<file path="config.mk">
export PLATFORM = sky130hd
export DESIGN_NAME = lut_sweep_eval
export DESIGN_NICKNAME = d
export VERILOG_FILES = /design/src/rtl/lut_sweep_pkg.sv /design/src/rtl/lut_read.sv /design/src/rtl/lut_sweep_eval.sv
export SDC_FILE = /design/constraint.sdc
export NUM_CORES = 1
export LEC_CHECK = 0
export ABC_AREA = 1
export BUFFER_PORTS_ARGS = -buffer_cell sky130_fd_sc_hd__buf_2
export CORE_MARGIN = 5
export CORE_UTILIZATION = 40
export CTS_CLUSTER_SIZE = 24
export DETAILED_ROUTE_END_ITERATION = 8
export PLACE_DENSITY = 0.65
export SYNTH_ARGS = -nofsm -noshare
export SYNTH_HDL_FRONTEND = slang
export SYNTH_SLANG_ARGS = --single-unit
</file>
<file path="constraint.sdc">
create_clock -name clk -period 1.2 [get_ports clk]
set_input_delay 0.06 -clock clk [delete_from_list [all_inputs] [get_ports clk]]
set_output_delay 0.06 -clock clk [all_outputs]
set_load 0.005 [all_outputs]
</file>
<file path="src/rtl/lut_sweep_pkg.sv">
// Shared types and constants for the truth-table evaluator and its sweep engine.
package lut_sweep_pkg;

  typedef enum logic [1:0] {
    IDLE  = 2'd0,
    SWEEP = 2'd1,
    DONE  = 2'd2
  } state_e;

  localparam logic [15:0] DEFAULT_TT_4 = 16'h7EE0;

  function automatic int unsigned tt_width(input int unsigned n);
    return 32'd1 << n;
  endfunction

endpackage

</file>
<file path="src/rtl/lut_read.sv">
// Combinational 2^N-to-1 truth-table read: val_o = tt_i[idx_i].
module lut_read
  import lut_sweep_pkg::*;
#(
  parameter int unsigned N = 4
) (
  input  logic [(2**N)-1:0] tt_i,
  input  logic [N-1:0]      idx_i,
  output logic              val_o
);

  localparam int unsigned TW = tt_width(N);

  logic [TW-1:0] tt_w;

  assign tt_w  = tt_i;
  assign val_o = tt_w[idx_i];

endmodule

</file>
<file path="src/rtl/lut_sweep_eval.sv">
// Programmable N-input Boolean function: writable truth table, registered direct
// evaluation, and a sweep engine streaming (index, value) beats with minterm counting.
module lut_sweep_eval
  import lut_sweep_pkg::*;
#(
  parameter int unsigned       N          = 4,
  parameter logic [(2**N)-1:0] DEFAULT_TT = DEFAULT_TT_4
) (
  input  logic              clk,
  input  logic              rst,
  input  logic              tt_wr,
  input  logic [(2**N)-1:0] tt_data,
  input  logic [N-1:0]      eval_in,
  output logic              eval_out,
  input  logic              start,
  input  logic              skip_zeros,
  output logic              busy,
  output logic              out_valid,
  input  logic              out_ready,
  output logic [N-1:0]      out_index,
  output logic              out_value,
  output logic              done,
  output logic [N:0]        ones_count
);

  localparam int unsigned TW     = tt_width(N);
  localparam logic [N-1:0] IdxOne  = N'(1);
  localparam logic [N-1:0] IdxLast = {N{1'b1}};
  localparam logic [N:0]   CntOne  = (N + 1)'(1);

  state_e        state_q, state_d;
  logic [TW-1:0] tt_q, tt_d;
  logic [N-1:0]  idx_q, idx_d;
  logic [N:0]    cnt_q, cnt_d;
  logic          skip_q, skip_d;
  logic          eval_q;

  logic eval_val;
  logic sweep_val;
  logic in_sweep;
  logic accept;
  logic advance;

  lut_read #(
    .N(N)
  ) u_eval_read (
    .tt_i (tt_q),
    .idx_i(eval_in),
    .val_o(eval_val)
  );

  lut_read #(
    .N(N)
  ) u_sweep_read (
    .tt_i (tt_q),
    .idx_i(idx_q),
    .val_o(sweep_val)
  );

  assign in_sweep = (state_q == SWEEP);
  // In on-set mode a zero entry is never presented; it is skipped without a handshake.
  assign out_valid = in_sweep && (skip_q ? sweep_val : 1'b1);
  assign accept    = out_valid && out_ready;
  assign advance   = accept || (in_sweep && skip_q && !sweep_val);

  always_comb begin
    state_d = state_q;
    tt_d    = tt_q;
    idx_d   = idx_q;
    cnt_d   = cnt_q;
    skip_d  = skip_q;

    // Table is locked while sweeping so every beat reflects one consistent function.
    if (tt_wr && (state_q != SWEEP)) begin
      tt_d = tt_data;
    end

    case (state_q)
      IDLE: begin
        if (start) begin
          state_d = SWEEP;
          idx_d   = '0;
          cnt_d   = '0;
          skip_d  = skip_zeros;
        end
      end
      SWEEP: begin
        if (accept && sweep_val) begin
          cnt_d = cnt_q + CntOne;
        end
        if (advance) begin
          if (idx_q == IdxLast) begin
            state_d = DONE;
          end else begin
            idx_d = idx_q + IdxOne;
          end
        end
      end
      DONE: begin
        state_d = IDLE;
      end
      default: begin
        state_d = IDLE;
      end
    endcase
  end

  always_ff @(posedge clk) begin
    if (rst) begin
      state_q <= IDLE;
      tt_q    <= DEFAULT_TT;
      idx_q   <= '0;
      cnt_q   <= '0;
      skip_q  <= 1'b0;
    end else begin
      state_q <= state_d;
      tt_q    <= tt_d;
      idx_q   <= idx_d;
      cnt_q   <= cnt_d;
      skip_q  <= skip_d;
    end
  end

  always_ff @(posedge clk) begin
    if (rst) begin
      eval_q <= 1'b0;
    end else begin
      eval_q <= eval_val;
    end
  end

  assign eval_out   = eval_q;
  assign busy       = (state_q != IDLE);
  assign done       = (state_q == DONE);
  assign out_index  = idx_q;
  assign out_value  = sweep_val;
  assign ones_count = cnt_q;

endmodule

</file>
After elaboration in Yosys (flattened, before gate mapping)
Index checks and enable logic that the tools add are counted.
- bits of input ports: 26
- bits in registers: 29
- output and inout port bits: 14
- $add $sub $neg: 2
- order comparisons: 2
- reduce and logical (&&, ||, !) cells: 15
- multiplexer cells: 16
- equal/unequal tests: 9
- operator list (kind ; count):
    $mux 4 ; 3
    $lt 4x5->1 const B ; 2
    $mux 5 ; 2
    $pmux 5 s2 ; 1
    $bmux 1 s4 ; 2
    $ne 2x1->1 const B ; 4
    $pmux 4 s2 ; 1
    $logic_and 1x1->1 ; 6
    $mux 2 ; 3
    $reduce_and 3->1 ; 2
    $add 5x1->5 const B ; 1
    $add 4x1->4 const B ; 1
    $eq 4x4->1 const B ; 1
    $ne 2x2->1 const B ; 2
    $pmux 2 s2 ; 1
    $reduce_and 4->1 ; 1
    $reduce_bool 2->1 ; 2
    $mux 1 ; 3
    $eq 2x1->1 const B ; 1
    $eq 2x2->1 const B ; 1
    $logic_not 2->1 ; 1
    $reduce_and 2->1 ; 1
    $logic_not 1->1 ; 1
    $logic_or 1x1->1 ; 1

Longest topological paths before layout
- word-level depth: 8
- depth in mapped cells: 15
- depth with buffers taken out: 14

Cells and area by module
A second synthesis with hierarchy kept.
- cell total of the unflattened synthesis: 272
- area total of the unflattened synthesis: 1750.4 sq um
- modules (own cells, without submodules) (module ; area each (sq um) ; sequential area each (sq um) ; times used ; cells an instance):
    lut_sweep_eval ; 1290.0 ; 580.6 ; 1 ; 172
    lut_read ; 230.2 ; 0.0 ; 2 ; 50

Worst setup path before layout
OpenSTA, ideal clock, no wires.
- path kind: reg-to-reg
- from: register idx_q[0], in the netlist out_index[0]
- to: register cnt_q[3], in the netlist ones_count[3]
- setup slack: -0.222 ns
- clock period less this slack: 1.422 ns
- cell stages (with the launch flop): 13
- buffers on the path: 1
- arrival time: 1.309 ns
- path through: dfxtp_1 -> buf_6 -> inv_8 -> nand2_2 -> nand3_1 -> nand3_1 -> nand3_4 -> nand2_4 -> nand3_4 -> nand2_4 -> nand2_2 -> nor2_1 -> nor2_1
- word-level cells in the longest chain between the ends: 8
- RTL lines (item ; RTL line ; source):
    from (decl) ; lut_sweep_eval.sv:33 ; logic [N-1:0] idx_q, idx_d;
    from (signal assigned) ; lut_sweep_eval.sv:118 ; idx_q <= idx_d;
    $bmux 1 s4 (*) ; lut_read.sv:17 ; assign val_o = tt_w[idx_i];
    $mux 1 (not written as such) (*) ; lut_read.sv:17 ;
    net out_value ; lut_sweep_eval.sv:21 ; output logic out_value,
    $mux 1 ; lut_sweep_eval.sv:62 ; assign out_valid = in_sweep && (skip_q ? sweep_val : 1'b1);
    $logic_and 1x1->1 ; lut_sweep_eval.sv:62 ;
    $logic_and 1x1->1 ; lut_sweep_eval.sv:63 ; assign accept = out_valid && out_ready;
    $logic_and 1x1->1 (*) ; lut_sweep_eval.sv:88 ; if (accept && sweep_val) begin
    $ne 2x1->1 (no source line) (*) ; - ;
    $reduce_and 3->1 (no source line) (*) ; - ;
    to (signal assigned) ; lut_sweep_eval.sv:119 ; cnt_q <= cnt_d;
    to (decl) ; lut_sweep_eval.sv:34 ; logic [N:0] cnt_q, cnt_d;
The timed path passes the listed nets; every way through them passes the cells marked *. The select of a mux whose other input is x is not followed.
A chain may end at the register's enable or synchronous reset.

Worst setup path in the final report
- from: register idx_q[0], in the netlist out_index[0]
- to: register idx_q[1], in the netlist out_index[1]
- word-level cells in the longest chain between the ends: 8
- elaborated cells between the ends (all ways): 16
- RTL lines (item ; RTL line ; source):
    $bmux 1 s4 ; lut_read.sv:17 ;
    $mux 1 (not written as such) ; lut_read.sv:17 ;
    $mux 1 ; lut_sweep_eval.sv:62 ;
    $logic_and 1x1->1 ; lut_sweep_eval.sv:62 ;
    $logic_and 1x1->1 ; lut_sweep_eval.sv:63 ;
    $logic_or 1x1->1 ; lut_sweep_eval.sv:64 ; assign advance = accept || (in_sweep && skip_q && !sweep_val);
    $ne 2x1->1 (no source line) ; - ;
    $reduce_and 4->1 (no source line) ; - ;
Several ways; a longest one is shown, not always the timed one. The select of a mux whose other input is x is not followed.

==> summary.md <==
| Metric | Value |
|---|---|
| Status | complete, but fails checks |
| Failing checks | setup timing |
| Worst-Margin Slew | between 300 and 400 ps |
| FILL cells | about 340 |
| Setup violations, final | 14 |
| Cell Area, Synth | approximately 1600 µm² |
| Seq cells post-synth | 29 |
| Clock slew at reported path FFs | ~70 ps |
| HP Start | tt_data[5] |
| # diodes | 0 |
| CTS tree | done |
| Worst skew pair latency | about 290 ps |
| Synthesized area per cell | between 7 and 8 µm² |
| Die X-Extent | approximately 74 µm |
| Hold Path Depth | 3 |
| Worst hold slack | roughly 4.1 ps |
| Worst IR Drop VDD | between 0.6 and 0.7 mV |
| Final min period | 1560 ps |
| Crit start category | register |
| Max transition margin | between 70 and 80% |
| Total CTS buffers | 5 |
| R2r startpoint | out_index[0] |
| Share of layout cells above drive strength 1 | 42.2% |
| Sink Count | 29 |
| Register area | between 500 and 600 µm² |
| Die Area | around 5400 µm² |
| Vias in the first global route | 1,632 |
| Dominant synthesized flop cell | dfxtp_1 |
| Leak | roughly 1.3 nW |
| Setup CP Type | reg2reg |
| Worst R2R Path Depth | 9 |
| Vias post-DR | 1,803 |
| Max Fclk | 642 MHz |
| Clk buf depth | 2 |
| Final setup margin | -357 ps |
| Site Rows | 23 |
| Post-DRT Antenna Nets | 0 |
| Slew Limit Fails | 0 |
| WP data arrival | 1770 ps |
| Die height | around 74 µm |
| Hold Path Class | in2reg |
| Post-synth EDFFs | 0 |
| Worst Path Max Fanout | 6 |
| Syn nets | 260 |
| Htree depth | 2 |
| CORE AREA | between 3000 and 4000 µm² |
| Cell variety after synth | 23 |
| Post-Syn Instances | ~230 |
| Routed len/inst | between 10 and 15 µm |
| Final Cycle Share | 130% |
| Beginning of the critical path | out_index[0] |
| Starting Density | between 40% and 50% |
| I/O Buffers | 39 |
| Ports | 40 |
| Post-synthesis sequential area ratio | between 30% and 40% |
| Worst endpoint required time | roughly 1400 ps |
| Total GRT Usage | a little under a fifth |
| Pwr dens | 1320 nW/µm² |
| Area grow syn2layout | 56.7% |
| Final core utilization | between 60 and 70% |
| Ys Warns | 0 |
| Unrepaired setup endpoints after global routing | yes |
| DRT Pass-1 Iters | 6 |
| Ys async rst share | 0% |
| WL final | between 4000 and 5000 µm |
| MaxCap Viol Count | 0 |
| Pin count of the biggest net entering global routing | 19 |
| Global-route congestion overflow total | 0 |
| Post-DP HPWL | about 3400 µm |
| DRC | 0 |
| GP Congestion | around 0.86 |
| Endpoints failing hold | 0 |
| Routed vias/inst | ~4.8 |
| Fin nets | roughly 360 |
| Initial antenna violation count | 0 |
| DRT iter0 DRCs | 91 |
| CP Capture Type | register |
| Multi-input logic area | around 940 µm² |
| Clock skew | between 6 and 7 ps |
| First-pass GRT wire length | 7600 µm |
| Root buffer cell | clkbuf_8 |
==> worst max-delay path: stages (launching register included) <==
cell and delay (ps):
dfxtp_4 380, buf_6 140, buf_4 130, ha_2 190
a31oi_1 150, buf_4 160, nand3_4 100, nand2_1 80
nand2_1 40, nor2_1 110
==> registers in the layout (all words and copies together) (netlist names) <==
name,count
out_index,4
ones_count,5
eval_out,1
skip_q,1
state_q,2
tt_q,16
==> layer usage <==
metal	track usage (%)	part of all wire (%)	up-vias
met5	0	0	-
met4	6.64	1.6	0
met3	3.69	3.9	9
met2	27.2	47	32
met1	25.3	47	808
li1	-	-	954
==> synth_stat cells (all sizes together) (2+ instances only) <==
master	n	area share [%]
nand4	3	1.2
o211ai	9	4.2
inv	36	8.8
xor2	2	1.1
a21oi	25	7.7
clkbuf	4	0.92
nand2	53	14
buf	2	1.4
dfxtp	29	36
ha	2	1.5
nor2	15	3.5
clkinv	2	0.46
nand3	28	12
o21ai	19	5.9
==> where the power goes <==
part	switching, mW	total, mW	internal (mW)
clock	0.401	1.23	0.825
combinational	0.520	1.02	0.499
sequential	0.0617	1.11	1.05
==> cells in the final DEF (no fill, tap or decap) <==
cell type	n
nand3_4	5
o21ai_1	1
inv_1	31
inv_8	1
clkinv_2	1
buf_2	37
nor2_2	1
nand3b_1	1
dlygate4sd3_1	7
xor2_1	2
nand3_2	10
clkbuf_8	5
nand2_1	39
nor3_1	1
nand2_4	2
o21ai_0	17
nor2_1	14
nand4_1	3
a31oi_1	1
a21oi_1	21
buf_12	1
clkinv_1	2
nand3_1	13
ha_2	1
buf_4	46
o211ai_1	9
a21oi_2	4
inv_2	4
buf_6	4
dfxtp_1	27
nand2_2	12
ha_1	1
dfxtp_4	2
o21ai_2	1
bufinv_16	2
==> area by class of cell <==
type                            count  area share [%]
Multi-Input combinational cell    159            37.1
Sequential cell                    29            23.1
Inverter                           38            5.90
Timing Repair Buffer               95            26.2
Tap cell                           50            2.46
Clock inverter                      3            2.56
Clock buffer                        5            2.70
==> through the flow <==
stage               worst slack [ps]  setup TNS, ps  instance area, µm²  power, mW  std cells
global placement                -293          -2770                2230       2.00        360
global route                    -418          -4460                2540       3.53        379
finish                          -357          -3540                2540       3.36        379
CTS                             -318          -2850                2450       3.27        376
floorplan                       -177          -1480                1660       1.61        232
detailed placement              -311          -3060                2230       2.01        360
==> kinds of logic (layout without fill, tap and decap cells) <==
family,Yosys count,in the layout,synth area share (%)
AND/OR/NAND/NOR,101,101,32.0
AO/OA/AOI/OAI,54,54,18.1
buffers and inverters,44,141,11.6
flip-flops,29,29,35.7
adder cells (fa/ha/maj),2,2,1.54
XOR/XNOR,2,2,1.08
==> what timing repair did <==
item                                   CTS  global route
setup endpoints to repair               13            15
resized for setup                        4            23
hold buffers                             7             0
pin swaps                                3            11
endpoints found under the hold margin    7             0
setup buffers                            1             3
==> final timing paths <==
kind | endpoint | slack, ps
setup / recovery | out_index[1] | -360
setup reg to reg | out_index[1] | -360
hold / removal | tt_q[5] | 4
hold reg to reg | ones_count[4] | 520
Power figures use the tool's default switching activity.
